File: src/rtl/mc_fetch_unit_pkg.sv
// Shared types and constants for the multicycle fetch stage.
package mc_fetch_unit_pkg;

  typedef logic [31:0] u32;
  typedef logic [4:0]  u5;

  typedef enum logic [1:0] {
    IDLE,
    REQ,
    WAIT,
    DONE
  } fetch_state_t;

  localparam u32 INSN_NOP = 32'h0000_0000;

  typedef struct packed {
    logic valid;
    u32   addr;
  } ibus_req_t;

  // Redirect targets are word addresses; the low two bits are dropped.
  function automatic u32 word_align(input u32 addr);
    return addr & 32'hFFFF_FFFC;
  endfunction

endpackage

File: src/rtl/mc_fetch_unit_timeout_ctr.sv
// WAIT-state timeout counter for mc_fetch_unit; only present when FETCH_TIMEOUT_EN is defined.
`ifdef FETCH_TIMEOUT_EN
module fetch_timeout_ctr #(
  parameter int LIMIT = 16
) (
  input  logic clk_i,
  input  logic reset_i,
  input  logic clear_i,
  input  logic count_en_i,
  output logic expired_o
);

  localparam int W = (LIMIT < 2) ? 1 : $clog2(LIMIT);
  localparam logic [W-1:0] LAST = W'(LIMIT - 1);

  logic [W-1:0] cnt_q, cnt_d;

  always_comb begin
    cnt_d = cnt_q;
    if (clear_i) begin
      cnt_d = '0;
    end else if (count_en_i) begin
      cnt_d = cnt_q + 1'b1;
    end
  end

  always_ff @(posedge clk_i or posedge reset_i) begin
    if (reset_i) begin
      cnt_q <= '0;
    end else begin
      cnt_q <= cnt_d;
    end
  end

  // Fires during the LIMIT-th consecutive counting cycle.
  assign expired_o = count_en_i && (cnt_q == LAST);

endmodule
`endif

File: src/rtl/mc_fetch_unit.sv
// Multicycle fetch stage: one req/ack instruction read per fetch_enable, PC advance and redirect.
// Define FETCH_TIMEOUT_EN to abort stuck fetches after TIMEOUT_CYCLES and report fetch_err_o.
module mc_fetch_unit
  import mc_fetch_unit_pkg::*;
#(
  parameter u32 PC_RESET = 32'hBFC0_0000
`ifdef FETCH_TIMEOUT_EN
  ,
  parameter int TIMEOUT_CYCLES = 16
`endif
) (
  input  logic        clk_i,
  input  logic        reset_i,
  input  logic        fetch_enable_i,
  input  logic        pc_load_i,
  input  logic [31:0] pc_target_i,
  output logic        ireq_valid_o,
  output logic [31:0] ireq_addr_o,
  input  logic        iresp_ack_i,
  input  logic [31:0] iresp_data_i,
  output logic [31:0] instruction_o,
  output logic [31:0] pc_o,
  output logic [31:0] pc_plus4_o,
  output logic        fetch_busy_o,
  output logic        fetch_done_o
`ifdef FETCH_TIMEOUT_EN
  ,
  output logic        fetch_err_o
`endif
);

  fetch_state_t state_q, state_d;
  u32           pc_q, pc_d;
  u32           insn_q, insn_d;
  u32           pcp4_q, pcp4_d;
  u32           pend_addr_q, pend_addr_d;
  logic         pend_valid_q, pend_valid_d;
  logic         in_flight, ack_hit, timeout_hit, latch;
  ibus_req_t    ireq;

  assign in_flight = (state_q == REQ) || (state_q == WAIT);
  assign ack_hit   = in_flight && iresp_ack_i;
  assign latch     = ack_hit || timeout_hit;

`ifdef FETCH_TIMEOUT_EN
  logic err_q, err_d;

  fetch_timeout_ctr #(
    .LIMIT(TIMEOUT_CYCLES)
  ) u_timeout (
    .clk_i     (clk_i),
    .reset_i   (reset_i),
    .clear_i   (state_q != WAIT),
    .count_en_i(state_q == WAIT),
    .expired_o (timeout_hit)
  );

  always_comb begin
    err_d = err_q;
    if ((state_q == IDLE) && fetch_enable_i) begin
      err_d = 1'b0;
    end else if (timeout_hit && !ack_hit) begin
      err_d = 1'b1;
    end
  end

  always_ff @(posedge clk_i or posedge reset_i) begin
    if (reset_i) begin
      err_q <= 1'b0;
    end else begin
      err_q <= err_d;
    end
  end

  assign fetch_err_o = err_q;
`else
  assign timeout_hit = 1'b0;
`endif

  always_ff @(posedge clk_i or posedge reset_i) begin
    if (reset_i) begin
      state_q <= IDLE;
    end else begin
      state_q <= state_d;
    end
  end

  always_comb begin
    state_d = state_q;
    case (state_q)
      IDLE:    if (fetch_enable_i) state_d = REQ;
      REQ:     state_d = iresp_ack_i ? DONE : WAIT;
      WAIT:    if (latch) state_d = DONE;
      DONE:    state_d = IDLE;
      default: state_d = IDLE;
    endcase
  end

  always_comb begin
    ireq.valid   = in_flight;
    ireq.addr    = pc_q;
    fetch_busy_o = in_flight;
    fetch_done_o = (state_q == DONE);
  end

  // Redirects during a fetch are parked so the in-flight address stays stable.
  always_comb begin
    pc_d         = pc_q;
    insn_d       = insn_q;
    pcp4_d       = pcp4_q;
    pend_addr_d  = pend_addr_q;
    pend_valid_d = pend_valid_q;
    if (in_flight) begin
      if (pc_load_i) begin
        pend_addr_d  = word_align(pc_target_i);
        pend_valid_d = 1'b1;
      end
      if (latch) begin
        insn_d       = ack_hit ? iresp_data_i : INSN_NOP;
        pcp4_d       = pc_q + 32'd4;
        pend_valid_d = 1'b0;
        if (pc_load_i) begin
          pc_d = word_align(pc_target_i);
        end else if (pend_valid_q) begin
          pc_d = pend_addr_q;
        end else begin
          pc_d = pc_q + 32'd4;
        end
      end
    end else if (pc_load_i) begin
      pc_d = word_align(pc_target_i);
    end
  end

  always_ff @(posedge clk_i or posedge reset_i) begin
    if (reset_i) begin
      pc_q         <= PC_RESET;
      insn_q       <= INSN_NOP;
      pcp4_q       <= PC_RESET;
      pend_addr_q  <= '0;
      pend_valid_q <= 1'b0;
    end else begin
      pc_q         <= pc_d;
      insn_q       <= insn_d;
      pcp4_q       <= pcp4_d;
      pend_addr_q  <= pend_addr_d;
      pend_valid_q <= pend_valid_d;
    end
  end

  assign ireq_valid_o  = ireq.valid;
  assign ireq_addr_o   = ireq.addr;
  assign instruction_o = insn_q;
  assign pc_o          = pc_q;
  assign pc_plus4_o    = pcp4_q;

endmodule
File: config.mk
export PLATFORM = sky130hd
export DESIGN_NAME = mc_fetch_unit
export DESIGN_NICKNAME = d
export VERILOG_FILES = /design/src/rtl/mc_fetch_unit_pkg.sv /design/src/rtl/mc_fetch_unit_timeout_ctr.sv /design/src/rtl/mc_fetch_unit.sv
export SDC_FILE = /design/constraint.sdc
export NUM_CORES = 1
export LEC_CHECK = 0
export CAP_MARGIN = 10
export CORE_UTILIZATION = 30
export DETAILED_ROUTE_END_ITERATION = 12
export SETUP_SLACK_MARGIN = 0.4
export SYNTH_ARGS = -nofsm -noshare
export SYNTH_HDL_FRONTEND = slang
export SYNTH_SLANG_ARGS = --single-unit
File: constraint.sdc
create_clock -name clk_i -period 10.85 [get_ports clk_i]
set_clock_uncertainty 0.05 [all_clocks]
set_input_delay 2.17 -clock clk_i [delete_from_list [all_inputs] [get_ports clk_i]]
set_output_delay 2.17 -clock clk_i [all_outputs]
set_load 0.01 [all_outputs]
==> results of run 1 <==
## metrics by stage
| stage | hold WS (ns) | setup slack, ns | cell area, um^2 |
|---|---|---|---|
| 2_1_floorplan | 0.4201 | 5.332 | 6166 |
| 3_3_place_gp | 0.4141 | 5.779 | 8064 |
| 3_5_place_dp | 0.4194 | 5.671 | 8064 |
| 4_1_cts | 0.4332 | 6.107 | 8676 |
| 5_1_grt | 0.4411 | 5.871 | 8678 |
| 6_report | 0.4284 | 6.106 | 8678 |
## kinds of logic after synthesis
family          after synthesis  synth area share, %
mux                          65                11.89
simple gates                127                10.65
flops                       125                51.25
other cells                   1              0.06100
fa+ha+maj                     5                1.018
buf+inv                      87                7.673
xor+xnor                     27                3.847
compound gates              131                13.62
## cell usage in the layout, fill, tap and decap left out, types with 14 or more instances in the layout
cell type,Yosys,layout
a21oi_1,27,27
and3_1,14,14
clkbuf_16,0,17
clkdlybuf4s50_1,0,191
dfrtp_1,107,107
dfstp_2,18,18
inv_1,18,17
mux2_2,64,64
nand2_1,48,47
nor2_1,18,18
o21ai_0,42,41
xnor2_1,17,17
## state kept, by name (all words and copies together) (netlist names)
signal / flops
ireq_addr_o: 30
pend_addr_q: 30
instruction_o: 32
state_q: 2
pc_plus4_o: 30
pend_valid_q: 1
## routing by layer
layer | global-route usage (%) | vias to the layer above
li1 | - | 2299
met3 | 4.497 | 25
met2 | 26.56 | 191
met5 | 0 | -
met1 | 21.31 | 2412
met4 | 7.211 | 0
## worst max-delay path by stage
stage                     slack, ns                to        start  cells past startpoint
after floorplan                5.33  instruction_o[0]      reset_i                      1
after global placement         5.78   ireq_addr_o[19]  iresp_ack_i                      7
after detailed placement       5.67   ireq_addr_o[19]  iresp_ack_i                      7
after CTS                      6.11   ireq_addr_o[19]  iresp_ack_i                      7
after global routing           5.87   ireq_addr_o[19]  iresp_ack_i                      7
final                          6.11   ireq_addr_o[19]  iresp_ack_i                      7
## worst max-delay path, stage by stage
cell and delay [ns]:
clkdlybuf4s50_1 0.58, nand2_4 0.76, a21boi_2 0.56, buf_4 0.38, a221oi_1 0.16, a21oi_1 0.21
a2bb2oi_1 0.19
## cell type report
type | instances | area, um^2 | area share, %
sequential | 125 | 3151 | 36.30
multi-input combinational | 361 | 2555 | 29.44
timing repair buffer | 197 | 1957 | 22.55
clock buffer | 18 | 429.2 | 4.945
tap | 265 | 331.6 | 3.821
clock inverter | 14 | 182.7 | 2.105
inverter | 18 | 70.07 | 0.8074
antenna | 1 | 2.502 | 0.02884
## where the power goes
part	internal [W]	leakage, nW	switching (W)
registers	0.000717	1.47	0.000209
logic	0.000719	1.72	0.000614
clock network	0.000366	0.289	0.000227
total	0.00180	3.49	0.00105
==> results.yml, run 1 <==
run_status:
  status: "completed"
yosys:
  synth_most_common_cell: "dfrtp_1"
  synth_top_area_share_pct: 43.56
  synth_cells: 568
  synth_top_cell_by_area: "dfrtp_1"
  yosysSeqAreaShare_pct: 51.25
  synth_common_cells: "dfrtp_1, mux2_2, nand2_1"
  synthArstFlopShare_pct: 100.0
  yosys-top-cells-area: "dfrtp_1, mux2_2, dfstp_2"
  yosysWarnings: 0
  ys_ff_latch: 125
  synth_edf_count: 0
  avgSynthCellArea_um2: 10.82
  synthFlopType: "dfrtp_1"
  synth.distinct_cells: 54
  syn_area_mm2: 0.006147
worst_setup_path:
  setup.worst_path.end_class: "flop"
  start_kind: "primary input"
  worst-endpoint-required_ns: 11.13
  r2r_end: "ireq_addr_o[19]"
  arrival_ns: 5.03
  worst-setup-path-type: "in -> reg"
  r2r-start: "state_q[1]"
  worst-r2r-setup-slack_ns: 7.54
  crit_fanout: 93
  r2r_cells: 8
sta:
  layout_min_cycle_time_ns: 4.744
  min_period_over_period_pct: 43.72
  rsz0062_at_grt: "false"
  relSlewSlack_pct: 34.58
  finalSetupViolations: 0
  worst_pin_slew_ns: 0.9778
  fmax_mhz: 210.8
  finalMaxSlewViolations: 0
  setup_tns_ns: 0
  final_hold_viol_count: 0
clock_tree:
  cts_resized: 0
  clk_path_buf_depth: 2
  post_cts_buffers: 0
  ctsRootBufferMaster: "clkbuf_16"
  clk_pin_slew_ns: 0.06
  clock-sinks: 125
  htree_levels: 4
  clk_latency_ns: 0.42
  ctsHoldBuffers: 0
  numCtsBuffers: 17
  cts_tree: "built"
worst_hold_path:
  min_path_cells: 2
  min_from: "pc_plus4_o[13]"
  hold_path_class: "reg -> reg"
  hold_end: "pc_plus4_o[13]"
finish:
  utilization_pct: 43.87
  fillers: 1823
  num-nets-final: 794
  fin_cells: 999
  drive_gt1_share_pct: 17.60
  syn_to_final_growth_pct: 41.18
drt:
  wl_met2_um: 7999
  top_layer: "met4"
  m1WireLength_um: 7756
  wirelength_um: 17230
  vias: 4927
  initialDrtViolationCount: 287
  drtAntennaViolNets: 0
  wire_per_inst_um: 17.25
  drt-pass1-iter-count: 5
  viasPerCell: 4.932
  drc: 0
  wl_met3_um: 1099
power_and_ir_drop:
  powerDensity_mw_per_mm2: 328.7
  leakage_nw: 3.485
  power_w: 0.002852
  peakVddDrop_v: 0.0002183
placement:
  dpl.cell_count: 966
  portBuffers: 191
  place_congestion: 0.8455
  hpwl_um: 12410
die:
  die_h_um: 145.1
  initial_core_util_pct: 31.08
  die_w_um: 145.1
  core_mm2: 0.01978
  fp-row-count: 51
  ios: 200
  die_area_mm2: 0.02107
global_route:
  grtUsageTotal_pct: 16.72
  grt_pass1_vias: 4963
  antenna_found_initial: 1
  grt_pass1_wl_um: 27610
  grt_max_degree: 94
  grt-ovfl-total: 0
job:
  cap_violations: 0
(Power assumes the default switching activity.)
==> inputs of run 2 (changes only) <==
==> constraint.sdc (replaced) <==
create_clock -name clk_i -period 3.8 [get_ports clk_i]
set_clock_uncertainty 0.05 [all_clocks]
set_input_delay 0.76 -clock clk_i [delete_from_list [all_inputs] [get_ports clk_i]]
set_output_delay 0.76 -clock clk_i [all_outputs]
set_load 0.01 [all_outputs]
==> results.yml, run 2 (synthesis results as in run 1) <==
worst_setup_path:
  worst-endpoint-required_ns: 2.99
  crit_fanout: 9
  crit_buf_inv: 2
  crit_chain: "inv_1 > ha_1 > clkdlybuf4s50_1"
  cpLargestDelayFamily: "buffers and inverters"
  worst-setup-path-type: "reg -> out"
  start_kind: "flop"
  slowest_stage: "clkdlybuf4s50_1"
  arrival_ns: 2.00
  setup.worst_path.end_class: "output port"
  cp_slowest_stage_delay_ns: 0.60
die:
  fp-row-count: 51
  ios: 200
  core_mm2: 0.01978
  die_area_mm2: 0.02107
  die_h_um: 145.1
  initial_core_util_pct: 31.08
  die_w_um: 145.1
drt:
  initialDrtViolationCount: 274
  drt-pass1-iter-count: 6
  viasPerCell: 4.915
  drtAntennaViolNets: 0
  wirelength_um: 16970
  drc: 0
  vias: 4920
  wire_per_inst_um: 16.95
sta:
  finalSetupViolations: 0
  fin_ws_ns: 0.9904
  layout_min_cycle_time_ns: 2.810
  finalMaxSlewViolations: 0
  worst_pin_slew_ns: 0.8821
  final_hold_viol_count: 0
  min_period_over_period_pct: 73.94
  setup_tns_ns: 0
  fmax_mhz: 355.9
  relSlewSlack_pct: 40.98
  rsz0062_at_grt: "false"
clock_tree:
  cts_tree: "built"
  post_cts_buffers: 0
  clk_path_buf_depth: 2
  cts_resized: 0
  numCtsBuffers: 17
  ctsRootBufferMaster: "clkbuf_16"
  htree_levels: 4
  ctsHoldBuffers: 0
  clk_pin_slew_ns: 0.06
  clock-sinks: 125
  clk_latency_ns: 0.42
finish:
  num-nets-final: 797
  mostFrequentLayoutCells: "clkdlybuf4s50_1, dfrtp_1, mux2_2"
  largest_register_ffs: 32
  syn_to_final_growth_pct: 41.89
  final_common_cell: "clkdlybuf4s50_1"
  drive_gt1_share_pct: 17.80
  n_antenna_cell: 0
global_route:
  antenna_found_initial: 0
  grt_pass1_vias: 4766
  grtUsageTotal_pct: 16.60
  grt-ovfl-total: 0
  grt_max_degree: 98
  grt_pass1_wl_um: 26970
placement:
  portBuffers: 191
  place_congestion: 0.8513
  dp_slack_ns: 0.8880
  hpwl_um: 12310
power_and_ir_drop:
  powerDensity_mw_per_mm2: 933.0
  peakVddDrop_v: 0.0005582
  power_w: 0.008138
  leakage_nw: 3.507
job:
  cap_violations: 0
run_status:
  status: "completed"
worst_hold_path:
  hold_path_class: "reg -> reg"
==> run 2: worst paths after layout <==
check	from	endpoint	slack, ns	depth (start not counted)
hold / removal	pc_plus4_o[2]	pc_plus4_o[2]	0.42	2
min in group asynchronous	reset_i	instruction_o[18]	0.73	2
max in group asynchronous	reset_i	pc_plus4_o[21]	2.01	3
setup reg to reg	ireq_addr_o[7]	ireq_addr_o[29]	1.32	5
setup / recovery	state_q[0]	fetch_busy_o	0.99	3
hold reg to reg	pc_plus4_o[2]	pc_plus4_o[2]	0.42	2
==> run 2: cell type report <==
class / count / area, um^2
well taps: 265 / 331.6
clock buffers: 19 / 442.9
clock inverters: 13 / 166.4
fillers: 1855 / 11060
inverters: 18 / 71.32
multi-input cells: 361 / 2555
repair buffers: 200 / 2004
flip-flops and latches: 125 / 3151
==> run 2: worst reg2reg max path, delay by kind of cell, from the launching register on <==
family / cells / cell delay (ns)
DFF: 1 / 0.49
AOI/OAI and AO/OA: 2 / 0.51
and+or+nand+nor: 3 / 1.35
==> run 2: layer usage <==
metal | wire length (um) | global-route usage, % | vias up | share of wire (%)
met3 | 820 | 4.057 | 22 | 4.8
met1 | 7804 | 22.38 | 2414 | 46
li1 | - | - | 2307 | -
met2 | 8031 | 25.46 | 177 | 47
met5 | 0 | 0 | - | 0
met4 | 310 | 6.684 | 0 | 1.8
==> run 2: power breakdown <==
part | internal [W] | switching, W | total, W
clock | 0.00105 | 0.000607 | 0.00166
combinational | 0.00209 | 0.00176 | 0.00385
sequential | 0.00205 | 0.000582 | 0.00263
==> run 2: per-stage QoR <==
step                hold slack (ns)  cells  utilization, %  instance area [um^2]
floorplan                    0.4201    573               -                  6170
global placement             0.4151    969           41.01                  8113
detailed placement           0.4188    969           41.01                  8113
CTS                          0.4325   1001           44.09                  8722
global route                 0.4540   1001           44.09                  8722
finish                       0.4245   1001           44.09                  8722
==> inputs of run 3 (changes only) <==
==> constraint.sdc (replaced) <==
create_clock -name clk_i -period 2.55 [get_ports clk_i]
set_clock_uncertainty 0.05 [all_clocks]
set_input_delay 0.51 -clock clk_i [delete_from_list [all_inputs] [get_ports clk_i]]
set_output_delay 0.51 -clock clk_i [all_outputs]
set_load 0.01 [all_outputs]
==> results.yml, run 3 (synthesis results as in run 1) <==
worst_setup_path:
  r2r_cells: 9
  worst-setup-path-type: "reg -> out"
  r2r_end: "ireq_addr_o[9]"
  worst-endpoint-required_ns: 1.99
  crit_buf_inv: 1
  arrival_ns: 1.54
  setup.worst_path.end_class: "output port"
  crit_fanout: 6
  slowest_stage: "clkdlybuf4s50_1"
  crit_chain: "clkdlybuf4s50_1"
  cpLargestDelayFamily: "buffers and inverters"
  worst-r2r-setup-slack_ns: 0.49
  start_kind: "flop"
  cp_slowest_stage_delay_ns: 0.60
  r2r-start: "state_q[1]"
finish:
  syn_to_final_growth_pct: 46.90
  final_common_cell: "clkdlybuf4s50_1"
  mostFrequentLayoutCells: "clkdlybuf4s50_1, dfrtp_1, mux2_2"
  num-nets-final: 817
  drive_gt1_share_pct: 22.35
  utilization_pct: 45.65
  largest_register_ffs: 32
global_route:
  grt-ovfl-total: 0
  antenna_found_initial: 1
  grtUsageTotal_pct: 17.07
  grt_pass1_wl_um: 27970
  grt_max_degree: 92
  grt_pass1_vias: 5026
worst_hold_path:
  hold_path_class: "in -> async"
placement:
  place_congestion: 0.8275
  hpwl_um: 12340
  portBuffers: 191
clock_tree:
  clk_path_buf_depth: 2
  htree_levels: 4
  ctsHoldBuffers: 0
  numCtsBuffers: 17
  ctsRootBufferMaster: "clkbuf_16"
  clock-sinks: 125
  cts_tree: "built"
  clk_latency_ns: 0.41
  clk_pin_slew_ns: 0.06
sta:
  finalSetupViolations: 0
  relSlewSlack_pct: 55.11
  final_hold_viol_count: 0
  rsz0062_at_grt: "true"
  finalMaxSlewViolations: 0
  layout_min_cycle_time_ns: 2.101
  fmax_mhz: 476.0
  worst_pin_slew_ns: 0.6733
  setup_tns_ns: 0
  min_period_over_period_pct: 82.39
drt:
  wire_per_inst_um: 17.27
  wirelength_um: 17650
  viasPerCell: 4.896
  drtAntennaViolNets: 0
  initialDrtViolationCount: 459
  drt-pass1-iter-count: 5
  vias: 5004
  drc: 0
die:
  initial_core_util_pct: 31.08
  die_h_um: 145.1
  core_mm2: 0.01978
  ios: 200
  die_w_um: 145.1
  fp-row-count: 51
  die_area_mm2: 0.02107
power_and_ir_drop:
  powerDensity_mw_per_mm2: 1404
  peakVddDrop_v: 0.0008463
  leakage_nw: 3.810
job:
  cap_violations: 0
run_status:
  status: "completed"
==> run 3: changes by cell type in the layout (fill, tap and decap cells not counted), moves of 7 or more <==
cell	change
buf_4	+15
clkdlybuf4s50_1	-20
dfrtp_1	-7
dfrtp_2	+7
dlygate4sd2_1	+12
dlymetal6s2s_1	+8
==> run 3: where the power goes <==
part / leakage, nW / internal (W) / switching (W)
Clock: 0.318 / 0.00169 / 0.000911
Combinational: 2.03 / 0.00336 / 0.00281
Sequential: 1.46 / 0.00306 / 0.000837
==> run 3: worst max-delay path by stage <==
stage	slack, ns	from	depth (start not counted)	to
finish	0.45	ireq_addr_o[11]	1	pc_o[11]
detailed placement	0.007	pc_load_i	5	ireq_addr_o[10]
floorplan	0.43	state_q[1]	9	ireq_addr_o[31]
global placement	0.11	pc_load_i	5	ireq_addr_o[10]
global route	0.36	state_q[1]	6	ireq_addr_o[10]
CTS	0.35	state_q[0]	3	fetch_done_o
==> run 3: final cells by class <==
| type | instances | area [um^2] |
|---|---|---|
| fill | 1828 | 10750 |
| sequential | 125 | 3159 |
| multi-input combinational | 361 | 2603 |
| timing repair buffer | 220 | 2218 |
| clock buffer | 19 | 452.9 |
| tap | 265 | 331.6 |
| clock inverter | 13 | 187.7 |
| inverter | 18 | 75.07 |
| antenna | 1 | 2.502 |
==> run 3: per-layer routing <==
metal / up-vias / part of all wire, % / wire [um] / track usage [%]
met5: - / 0 / 0 / 0
met4: 0 / 1.4 / 250 / 6.158
met3: 17 / 5.6 / 994 / 4.906
met2: 194 / 47 / 8294 / 26.78
met1: 2447 / 46 / 8108 / 22.31
li1: 2346 / - / - / -
==> run 3: repair_timing <==
| action | CTS | global route |
|---|---|---|
| cloned | 0 | 1 |
| gates resized for setup | 21 | 20 |
| setup endpoints to repair | 36 | 27 |
| buffers inserted | 8 | 4 |
| pin swaps | 2 | 1 |
==> run 3: through the flow <==
step           instance area [um^2]  worst slack [ns]  power [W]  hold WS [ns]  instances
2_1_floorplan                  6173            0.4297   0.007144        0.4201        573
3_3_place_gp                   8203            0.1089   0.009686        0.4122        976
3_5_place_dp                   8203          0.006735   0.009871        0.4208        976
4_1_cts                        8921            0.3513    0.01260        0.3517       1016
5_1_grt                        9030            0.3636    0.01347        0.3705       1022
6_report                       9030            0.4490    0.01268        0.3648       1022
